[src/rtl/quad_step_decoder.sv]
module quad_step_decoder #(
  parameter int unsigned SYNC_STAGES = 2,
  parameter int unsigned FILTER_LEN  = 4
) (
  input  logic clk,
  input  logic rst,
  input  logic quad_a,
  input  logic quad_b,
  output logic enable,
  output logic up_down,
  output logic err
);

  localparam int unsigned WARMUP    = SYNC_STAGES + FILTER_LEN + 2;
  localparam logic [4:0]  WARMUP_W  = 5'(WARMUP);
  localparam logic [3:0]  FILT_LAST = 4'(FILTER_LEN - 1);

  // Channel index 1 = A, 0 = B, so {filt[1], filt[0]} reads as {fa, fb}.
  logic [1:0]             raw;
  logic [SYNC_STAGES-1:0] sync_q [2];
  logic [1:0]             synced;
  logic [3:0]             cnt_q  [2];
  logic [3:0]             cnt_d  [2];
  logic [1:0]             filt_q, filt_d;
  logic [1:0]             prev_q;
  logic [4:0]             warm_q, warm_d;
  logic                   warm_done;
  logic [1:0]             moved;
  logic                   enable_q, enable_d;
  logic                   err_q, err_d;
  logic                   up_down_q, up_down_d;

  assign raw    = {quad_a, quad_b};
  assign synced = {sync_q[1][SYNC_STAGES-1], sync_q[0][SYNC_STAGES-1]};

  always_comb begin
    filt_d = filt_q;
    for (int unsigned ch = 0; ch < 2; ch++) begin
      cnt_d[ch] = '0;
      if (synced[ch] != filt_q[ch]) begin
        if (cnt_q[ch] == FILT_LAST) begin
          filt_d[ch] = synced[ch];
        end else begin
          cnt_d[ch] = cnt_q[ch] + 4'd1;
        end
      end
    end
  end

  assign warm_done = (warm_q == WARMUP_W);
  assign moved     = filt_q ^ prev_q;
  assign warm_d    = warm_done ? warm_q : warm_q + 5'd1;

  always_comb begin
    enable_d  = 1'b0;
    err_d     = 1'b0;
    up_down_d = up_down_q;
    if (warm_done) begin
      case (moved)
        2'b00: ;
        2'b11: err_d = 1'b1;
        default: begin
          enable_d  = 1'b1;
          // For a single-bit Gray move, prev A xor new B is 1 exactly on forward steps.
          up_down_d = prev_q[1] ^ filt_q[0];
        end
      endcase
    end
  end

  always_ff @(posedge clk) begin
    if (rst) begin
      for (int unsigned ch = 0; ch < 2; ch++) begin
        sync_q[ch] <= '0;
        cnt_q[ch]  <= '0;
      end
      filt_q    <= '0;
      prev_q    <= '0;
      warm_q    <= '0;
      enable_q  <= 1'b0;
      err_q     <= 1'b0;
      up_down_q <= 1'b1;
    end else begin
      for (int unsigned ch = 0; ch < 2; ch++) begin
        sync_q[ch] <= {sync_q[ch][SYNC_STAGES-2:0], raw[ch]};
        cnt_q[ch]  <= cnt_d[ch];
      end
      filt_q    <= filt_d;
      prev_q    <= filt_q;
      warm_q    <= warm_d;
      enable_q  <= enable_d;
      err_q     <= err_d;
      up_down_q <= up_down_d;
    end
  end

  assign enable  = enable_q;
  assign err     = err_q;
  assign up_down = up_down_q;

endmodule

[config.mk]
export PLATFORM = sky130hd
export DESIGN_NAME = quad_step_decoder
export DESIGN_NICKNAME = d
export VERILOG_FILES = /design/src/rtl/quad_step_decoder.sv
export SDC_FILE = /design/constraint.sdc
export NUM_CORES = 1
export LEC_CHECK = 0
export ABC_AREA = 0
export BUFFER_PORTS_ARGS = -buffer_cell sky130_fd_sc_hd__buf_4
export CAP_MARGIN = 20
export CORE_MARGIN = 5
export CORE_UTILIZATION = 50
export CTS_BUF_LIST = sky130_fd_sc_hd__clkbuf_16
export CTS_CLUSTER_DIAMETER = 120
export DETAILED_ROUTE_END_ITERATION = 8
export GPL_TIMING_DRIVEN = 0
export MAX_ROUTING_LAYER = met4
export PLACE_DENSITY = 0.7
export SYNTH_ARGS = -nofsm -noshare
export SYNTH_HDL_FRONTEND = slang
export SYNTH_SLANG_ARGS = --single-unit
[constraint.sdc]
create_clock -name clk -period 1.4 [get_ports clk]
set_clock_uncertainty 0.05 [all_clocks]
set_input_delay 0.28 -clock clk [delete_from_list [all_inputs] [get_ports clk]]
set_output_delay 0.28 -clock clk [all_outputs]
set_load 0.005 [all_outputs]
# Word-level counts from Yosys, hierarchy flattened

Memories as Yosys holds them, arrays and structs flattened.
Index checks and enable logic that the tools add are counted.

Add/subtract/negate cells: 3
Equality and inequality tests: 6
Multiplexer cells: 13
Bitwise operators: 8
Reduce and logical (&&, ||, !) cells: 6

Operator list:

| cell                  | count |
|---|---|
| $mux W4               | 6 |
| $add A4 B1 Y4 const B | 2 |
| $eq A4 B2 Y1 const B  | 2 |
| $reduce_and A2 Y1     | 3 |
| $add A5 B1 Y5 const B | 1 |
| $eq A5 B4 Y1 const B  | 1 |
| $mux W1               | 5 |
| $mux W2               | 2 |
| $or A1 B1 Y1          | 4 |
| $reduce_or A2 Y1      | 2 |
| $eq A2 B2 Y1 const B  | 1 |
| $logic_not A2 Y1      | 1 |
| $ne A1 B1 Y1          | 2 |
| $not A1 Y1            | 2 |
| $xor A2 B2 Y2         | 1 |
| $xor A1 B1 Y1         | 1 |

Register bits after elaboration: 12
Bits in writable memories: 12
Bits of input ports: 4
Output and inout port bits: 3
Word-level logic and storage cells: 45
Memories kept: 2

Memories:

| memory | words | bits a word | rd ports | clocked after Yosys merged registers in | wr ports | line | source |
|---|---|---|---|---|---|---|---|
| cnt_q  | 2     | 4           | 2        | 0                                       | 2        | 22   | `logic [3:0] cnt_q [2];` |
| sync_q | 2     | 2           | 2        | 0                                       | 2        | 20   | `logic [SYNC_STAGES-1:0] sync_q [2];` |

# Depth between registers and ports, before layout

Gate-level depths: netlist of the first run.

Depth in word-level cells: 5
Mapped depth: 6
Gate-level depth less buffers: 5

# Worst setup path before layout of the first run

No wires, ideal clock.

Path kind: register to register
Start point: register warm_q[0]
End point: register warm_q[1]
Setup time: 0.128 ns
Data arrival time: 1.166 ns
Required time: 1.222 ns
Path slack: 0.057 ns
Stages on the path, launching flop included: 7
Path buffers: 1
Clock period less this slack: 1.343 ns
Cell sequence: dfxtp_1 -> inv_1 -> ha_1 -> nor4bb_1 -> clkbuf_2 -> mux2i_1 -> nor2_1

Word-level cells in the longest chain between the ends: 1
Elaborated cells on any way between the ends: 2
Those cells by class: 1 x add/sub; 1 x eq/ne

Ends and longest elaborated chain:

| what                                          | line   | source |
|---|---|---|
| start: declaration                            | 26     | `logic [4:0] warm_q, warm_d;` |
| start signal: assignment                      | 90     | `warm_q <= warm_d;` |
| $add A5 B1 Y5 or $eq A5 B4 Y1 (tied branches) | 52, 50 |  |

Several ways; a longest one is shown, not always the timed one.
A chain may end at the register's enable or synchronous reset.

# Worst setup path after layout of the first run

Start point: register warm_q[1]
End point: register err_q (netlist: err)

Word-level cells in the longest chain between the ends: 3

Ends and longest elaborated chain:

| what                       | line | source |
|---|---|---|
| $eq A5 B4 Y1               | 50   | `assign warm_done = (warm_q == WARMUP_W);` |
| $not A1 Y1 (no line)       | --   |  |
| $reduce_or A2 Y1 (no line) | --   |  |
| end signal: assignment     | 92   | `err_q <= err_d;` |
| end: declaration           | 30   | `logic err_q, err_d;` |

Every way passes these cells.

==> results.md, run 1 <==
* Reg area at 484 sq um
* Global-route wire length before repair at 2390 um
* Post-Syn Instances at 87
* CP Launch Type: flop
* Yosys warnings at 0
* Net count, final at 107
* Placed instance count at 118
* Seq/Total Area, Yosys at 53.0%
* Hold Violations, Final at 0
* Total Routing Usage GR at 12.6%
* Initial antenna violation count at 0
* Crit. End Element: flop
* CTS clock-pin slew for the worst setup and hold paths at 60 ps
* Footprint of the multi-input gates at 447 sq um
* Area of the die at 0.00276 sq mm
* # hold bufs at CTS at 0
* Number of library cell types mapped by synthesis at 20
* Input/output buffers at 6
* Max_cap viols at 0
* Share of cells above drive strength 1 at 22.7%
* Inserted Diodes at 0
* Die W at 52.6 um
* Iter 0 DRT Violations at 4
* Final setup vio count at 0
* Cts bufs inserted at 3
* Tightest Hold Check Type: input port to flop
* Finished Layout Cells at 122
* CTS tree: yes
* #FFs+latches synth at 24
* Vias/cell at between 4 and 5
* FILL cells at 134
* CP Class: flop to flop
* Grt ovf at 0
* Synth-to-layout area growth at 25.7%
* Mapped cell area at ~910 sq um
* H-Tree Depth at 1
* Net Count, Synth at 96
* Post-DP HPWL at around 990 um
* Post-synth ARST share at 0%
* Crit path time final at approximately 1300 ps
* Initial core utilization at between 50 and 60%
* Clk_lat worst skew at roughly 250 ps
* LEAKAGE at 0.462 nW
* Pre-CTS setup slack at -66.5 ps
* Total power at approximately 1.6 mW
* Number of global-route vias before repair at 588
* Power Dens Cells at 1380 mW/mm^2
* Drt wl/cell at 11.0 um
* Setup_tns at 0 ps
* CTS root buffer: clkbuf_16
* WP data required at 1500 ps
* Num ports at 7
* Fin util at 65.9%
* Via count at 560
* Crit path DAT at 1440 ps
* Slew margin rel. at between 70% and 80%
* Max Buffers Root-to-Sink at 2
* Achievable frequency at 744 MHz
* Post-DRT Antenna Nets at 0
* Worst vdd ir at about 0.77 mV
* Core Region at 0.00173 sq mm
* DRT Wirelength at 1350 um
* Largest net degree at the start of global routing at 15
* Worst reg2reg setup slack at about 56 ps
* First-pass iteration count of the detailed router at 2
* Clock Sink Count at 24
* Status: finished clean
* Syn avg cell area at 10.4 sq um
* Setup WS post-layout at 55.7 ps
* GPL Wtd Cong at 0.641
* Period utilisation layout at between 90 and 100%
* Number of synthesized flops with an enable pin at 0
* Max-slew violation count at 0
* Worst-margin pin slew at 436 ps
* Residual DRC count at 0
* Primary FF master, synth: dfxtp_1
* Row count at 15
* CP Max Fanout at 6
* Die height at 52.6 um
[final timing paths]
| path | from | end | depth (start not counted) |
|---|---|---|---|
| hold / removal | quad_a | sync_q[0][2]$_SDFF_PP0_ | 2 |
| setup / recovery | warm_q[1]$_SDFFE_PP0P_ | err$_SDFF_PP0_ | 6 |
| setup reg to reg | warm_q[1]$_SDFFE_PP0P_ | err$_SDFF_PP0_ | 6 |
| hold reg to reg | sync_q[0][2]$_SDFF_PP0_ | sync_q[0][3]$_SDFF_PP0_ | 1 |
[flip-flops by register name (all words and copies together), names as in the netlist]
register / cells
err: 1
warm_q: 5
filt_q: 2
cnt_q: 8
sync_q: 4
enable: 1
up_down: 1
prev_q: 2
[through the flow]
stage | hold slack, ps | instance area [sq um]
after floorplan | 302 | 906
after global placement | 369 | 982
after detailed placement | 377 | 982
after CTS | 190 | 1090
after global routing | 209 | 1140
final | 203 | 1140
[worst max-delay path, cell delays in order (launching register included)]
cell and delay (ps):
dfxtp_2 350, inv_1 70, ha_4 160, nor4bb_4 140
buf_4 170, and2b_1 160, and2_1 140
[routing by layer]
| layer | wire (um) | GRT usage [%] | vias up |
|---|---|---|---|
| met5 | 0 | - | - |
| met4 | 14 | 7.66 | 0 |
| met3 | 34 | 3.42 | 2 |
| met2 | 715 | 21.3 | 4 |
| met1 | 582 | 12.8 | 255 |
| li1 | - | - | 299 |
[cell type report]
type | count | share of cell area, %
timing repair buffer | 6 | 3.96
tap | 25 | 2.75
multi-input combinational | 57 | 39.2
sequential | 24 | 42.5
clock buffer | 3 | 6.59
inverter | 4 | 1.32
buffer | 2 | 0.989
clock inverter | 1 | 2.64
[Yosys cell counts (2+ instances only)]
cell     number  area, sq um
mux2i_1       3         30.0
dfxtp_1      24          480
nor2b_1       6         37.5
nand3_1       4         20.0
xnor2_1       6         52.6
inv_1         4         15.0
nor2_1       15         56.3
and2_1        2         12.5
xor2_1        7         61.3
nor3b_1       2         15.0
ha_1          5         62.6
[layout by cell type (no fill, tap or decap), drive strengths merged]
master,n
dfxtp,24
nor2,15
xor2,7
buf,7
xnor2,6
nor2b,6
ha,5
nand3,4
inv,4
clkbuf,4
mux2i,3
or3,2
and2,2
nor3b,2
nor4bb,1
nor3,1
and2b,1
a211oi,1
a31oi,1
bufinv,1
[where the power goes]
part	switching (mW)	internal (mW)	total, mW
Sequential	0.0137	0.700	0.713
Combinational	0.0276	0.0337	0.0613
Clock	0.225	0.567	0.792
Total	0.266	1.30	1.57
[cell families after synthesis]
kind of cell,Yosys count,synth area share (%)
flops,24,53.0
mux,3,3.32
buf+inv,6,2.62
xor+xnor,13,12.6
simple gates,34,20.0
fa+ha+maj,5,6.91
compound gates,2,1.52
[timing repair]
item	in CTS	in global routing
endpoints found under the hold margin	0	0
pin swaps	1	0
gates resized for setup	2	12
setup endpoints to repair	5	10
setup buffers	0	0
Power figures use the tool's default switching activity.
==> run 2: changes to the inputs <==
- CORE_UTILIZATION: 50 -> 59
- PLACE_DENSITY: 0.7 -> 0.78
- RECOVER_POWER: unset -> 25
- clock period: 1.4 -> 1.6 ns (I/O delays scaled with it)
==> results.md, run 2 (synthesized netlist as in run 1, its figures left out) <==
* Row count at 14
* LEAKAGE at 0.451 nW
* Vias/cell at around 5.0
* Biggest register: cnt_q
* Post-CTS resize count at 0
* FILL cells at 106
* WP data required at 1680 ps
* Critical Path, Cell by Cell: inv_1 > ha_1 > nor4bb_1 > clkbuf_2 > mux2i_1 > nor2_1
* DRT Wirelength at around 1400 um
* First-pass iteration count of the detailed router at 4
* Net count, final at approximately 110
* CP top delay family: flip-flops
* CP Class: flop to flop
* CTS clock-pin slew for the worst setup and hold paths at 60 ps
* Crit. End Element: flop
* Final setup vio count at 0
* Max-slew violation count at 0
* Max FFs per register at 8
* GPL Wtd Cong at roughly 0.72
* Status: finished clean
* # hold bufs at CTS at 0
* Die height at 49.2 um
* Max_cap viols at 0
* Hold slack final at 229 ps
* Worst hold path startpoint: quad_a
* Grt ovf at 0
* Crit path launch: warm_q[0]$_SDFFE_PP0P_
* Clock Sink Count at 24
* Slowest CP cell: dfxtp_1
* Crit path largest cell delay at 320 ps
* Area of the die at roughly 0.0024 sq mm
* Core Region at 0.00149 sq mm
* Unrepaired setup endpoints after global routing: false
* CTS root buffer: clkbuf_16
* Setup_tns at 0 ps
* Worst reg2reg setup slack at 150 ps
* Post-DP HPWL at 998 um
* Total Routing Usage GR at 13.4%
* Number of global-route vias before repair at around 580
* Inserted Diodes at 0
* Power Dens Cells at 1260 mW/mm^2
* Global-route wire length before repair at 2470 um
* Synth-to-layout area growth at 18.4%
* CP Launch Type: flop
* Most frequent cells in the layout: dfxtp_1 (24), nor2_1 (15), xor2_1 (7)
* Initial core utilization at 60.8%
* Initial antenna violation count at 0
* Total power at around 1.4 mW
* Crit path DAT at 1530 ps
* Cts bufs inserted at 3
* Most common cell after layout, fill and taps aside: dfxtp_1
* Iter 0 DRT Violations at 5
* R2R Path Start: warm_q[0]$_SDFFE_PP0P_
* Input/output buffers at 6
* Top flop regs: cnt_q: 8 flops, warm_q: 5 flops, sync_q: 4 flops
* Finished Layout Cells at 113
* Clk_lat worst skew at 250 ps
* Largest net degree at the start of global routing at 15
* Num ports at 7
* Drt wl/cell at 12.3 um
* Period utilisation layout at 90.7%
* Post-DRT Antenna Nets at 0
* Residual DRC count at 0
* Share of cells above drive strength 1 at 11.3%
* Post-CTS setup buffer count at 0
* Worst vdd ir at 0.678 mV
* CTS tree: yes
* H-Tree Depth at 1
* Slew margin rel. at a little under three quarters
* Via count at approximately 570
* Max Buffers Root-to-Sink at 2
* Hold Violations, Final at 0
* CP Max Fanout at 6
* Buf/Inv on CP at 2
* Worst-margin pin slew at roughly 420 ps
* Die W at 49.2 um
* Crit path time final at 1450 ps
* Placed instance count at between 100 and 150
* Achievable frequency at 689 MHz
* Tightest Hold Check Type: input port to flop
==> run 2: changes by cell type in the layout (fill, tap and decap cells not counted), sizes merged <==
cell,change
buf,-2
clkbuf,+2
==> run 2: routing by layer <==
| metal | routed length, um | global-route usage (%) | up-vias |
|---|---|---|---|
| met2 | 754 | 23.4 | 6 |
| met1 | 601 | 15.0 | 258 |
| li1 | - | - | 300 |
| met4 | 6 | 5.38 | 0 |
| met3 | 29 | 1.83 | 2 |
| met5 | 0 | - | - |
==> run 2: path summary, 6_finish.rpt <==
check             cells after the start                      end
hold / removal                        2  sync_q[0][2]$_SDFF_PP0_
setup reg to reg                      6   warm_q[1]$_SDFFE_PP0P_
hold reg to reg                       1  sync_q[0][3]$_SDFF_PP0_
setup / recovery                      6   warm_q[1]$_SDFFE_PP0P_
==> run 2: through the flow <==
step                      area [sq um]  util (%)  setup WS (ps)
after CTS                         1080      72.3            125
after global routing              1070      72.0           44.1
after global placement             971      65.2            168
after detailed placement           971      65.2            128
final                             1070      72.0            148
after floorplan                    906         -            257
==> run 2: cell type report <==
type                            instances  area (sq um)  share of cell area (%)
Multi-Input combinational cell         57           402                    37.5
Timing Repair Buffer                    6          41.3                    3.85
Inverter                                4          15.0                    1.40
Clock inverter                          1          30.0                    2.80
Buffer                                  2          8.76                   0.817
Tap cell                               16          20.0                    1.87
Clock buffer                            3          75.1                    7.00
Sequential cell                        24           480                    44.8
==> run 2: report_power, final <==
group | switching, mW | internal, mW | total [mW]
Combinational | 0.0207 | 0.0219 | 0.0425
Clock | 0.194 | 0.496 | 0.690
Sequential | 0.00978 | 0.611 | 0.621
Total | 0.225 | 1.13 | 1.35
==> run 2: worst register-to-register path: cells and delay by family, from the launching register on <==
kind / cells / cell delay (ps)
adders and majority gates: 1 / 150
DFF: 1 / 320
muxes: 1 / 190
buffers and inverters: 2 / 310
and+or+nand+nor: 2 / 300
==> run 3: changes to the inputs <==
- REMOVE_ABC_BUFFERS: unset -> 1
==> results.md, run 3 (synthesized netlist as in run 1, its figures left out) <==
* LEAKAGE at ~0.44 nW
* Footprint of the multi-input gates at 417 sq um
* Crit. End Element: flop
* Largest net degree at the start of global routing at 19
* Worst vdd ir at 0.963 mV
* Most frequent cells in the layout: dfxtp_1 (24), nor2_1 (15), xor2_1 (7)
* Synth-to-layout area growth at 16.6%
* Die height at 49.2 um
* Initial antenna violation count at 0
* DRT Wirelength at 1210 um
* First-pass iteration count of the detailed router at 2
* Achievable frequency at 703 MHz
* Max Buffers Root-to-Sink at 2
* Final setup vio count at 0
* Iter 0 DRT Violations at 9
* Input/output buffers at 6
* Reg area at 480 sq um
* Hold Violations, Final at 0
* CTS clock-pin slew for the worst setup and hold paths at 60 ps
* Power Dens Cells at 1130 mW/mm^2
* Crit path time final at 1420 ps
* GPL Wtd Cong at 0.657
* CP Launch Type: flop
* WP data required at between 1500 and 2000 ps
* CTS root buffer: clkbuf_16
* Biggest register: cnt_q
* Drt wl/cell at about 11 um
* Period utilisation layout at between 80% and 90%
* Num ports at 7
* Net count, final at approximately 110
* Max_cap viols at 0
* Top flop regs: cnt_q: 8 flops, warm_q: 5 flops, sync_q: 4 flops
* Unrepaired setup endpoints after global routing: false
* CP Class: flop to flop
* CP Max Fanout at 6
* Worst-margin pin slew at 455 ps
* Die W at 49.2 um
* Slew margin rel. at a little over two thirds
* Fin util at 70.9%
* Total Routing Usage GR at 11.4%
* Crit path DAT at 1520 ps
* Cts bufs inserted at 3
* Residual DRC count at 0
* Row count at 14
* CTS tree: yes
* Total power at 1.19 mW
* Max-slew violation count at 0
* Most common cell after layout, fill and taps aside: dfxtp_1
* H-Tree Depth at 1
* Core Region at 0.00149 sq mm
* FILL cells at 112
* Post-CTS setup buffer count at 0
* Inserted Diodes at 0
* Area of the die at 0.00242 sq mm
* Max FFs per register at 8
* Status: finished clean
* Grt ovf at 0
* Vias/cell at a little over 5
* Tightest Hold Check Type: input port to flop
* Via count at 558
* Share of cells above drive strength 1 at between 10% and 20%
* Number of global-route vias before repair at just over 500
* Post-DRT Antenna Nets at 0
* Global-route wire length before repair at 2080 um
* Clock Sink Count at 24
* Clk_lat worst skew at 250 ps
* Initial core utilization at a little over 60%
* Hold slack final at around 230 ps
## run 3: changes by cell type in the layout (fill, tap and decap cells not counted)
cell / delta
nor4bb_1: -1
bufinv_16: -1
clkinv_1: +1
clkbuf_2: -1
clkbuf_1: -2
buf_4: +1
nor4bb_4: +1
## run 3: worst paths after layout
kind,startpoint,cells past startpoint,slack [ps],endpoint
max,warm_q[0]$_SDFFE_PP0P_,5,180,warm_q[1]$_SDFFE_PP0P_
min,quad_b,2,230,sync_q[0][0]$_SDFF_PP0_
max reg2reg,warm_q[0]$_SDFFE_PP0P_,5,180,warm_q[1]$_SDFFE_PP0P_
min reg2reg,sync_q[0][0]$_SDFF_PP0_,1,400,sync_q[0][1]$_SDFF_PP0_
## run 3: metal layers
metal | vias to the layer above | GRT usage [%] | part of all wire [%] | routed length, um
met5 | - | - | 0 | 0
met2 | 7 | 17.4 | 46 | 560
met3 | 4 | 3.98 | 3.6 | 44
met1 | 253 | 12.6 | 48 | 575
met4 | 0 | 6.73 | 2.2 | 26
li1 | 294 | - | - | -
## run 3: through the flow
stage,instance area [sq um],std cells,TNS (ps),setup WS (ps)
6_report,1060,111,0,178
5_1_grt,1060,111,0,60.2
4_1_cts,1060,111,0,50.8
3_5_place_dp,962,107,-2280,-454
3_3_place_gp,962,107,-1200,-253
2_1_floorplan,897,85,-148,-55.0
## run 3: critical path, cell delays in order (launching register included)
cell      delay, ps
dfxtp_1         320
inv_1            90
ha_1            150
nor4bb_4        390
mux2i_1         250
nor2_1           50
## run 3: power breakdown
group	switching, mW	internal [mW]	total [mW]
clock	0.189	0.333	0.522
combinational	0.0207	0.0248	0.0455
sequential	0.0109	0.611	0.622
## run 3: area by class of cell
cell class / count / share of cell area (%)
well taps: 16 / 1.90
flip-flops and latches: 24 / 45.5
repair buffers: 6 / 4.27
clock buffers: 3 / 7.11
multi-input cells: 57 / 39.5
inverters: 4 / 1.42
clock inverters: 1 / 0.355
## run 3: repair_timing
action                                  4_1_cts  5_1_grt
hold buffers                                  0        0
endpoints found under the setup margin        6        1
gates cloned                                  0        0
pin swaps                                     0        1
gates resized for setup                       2        0
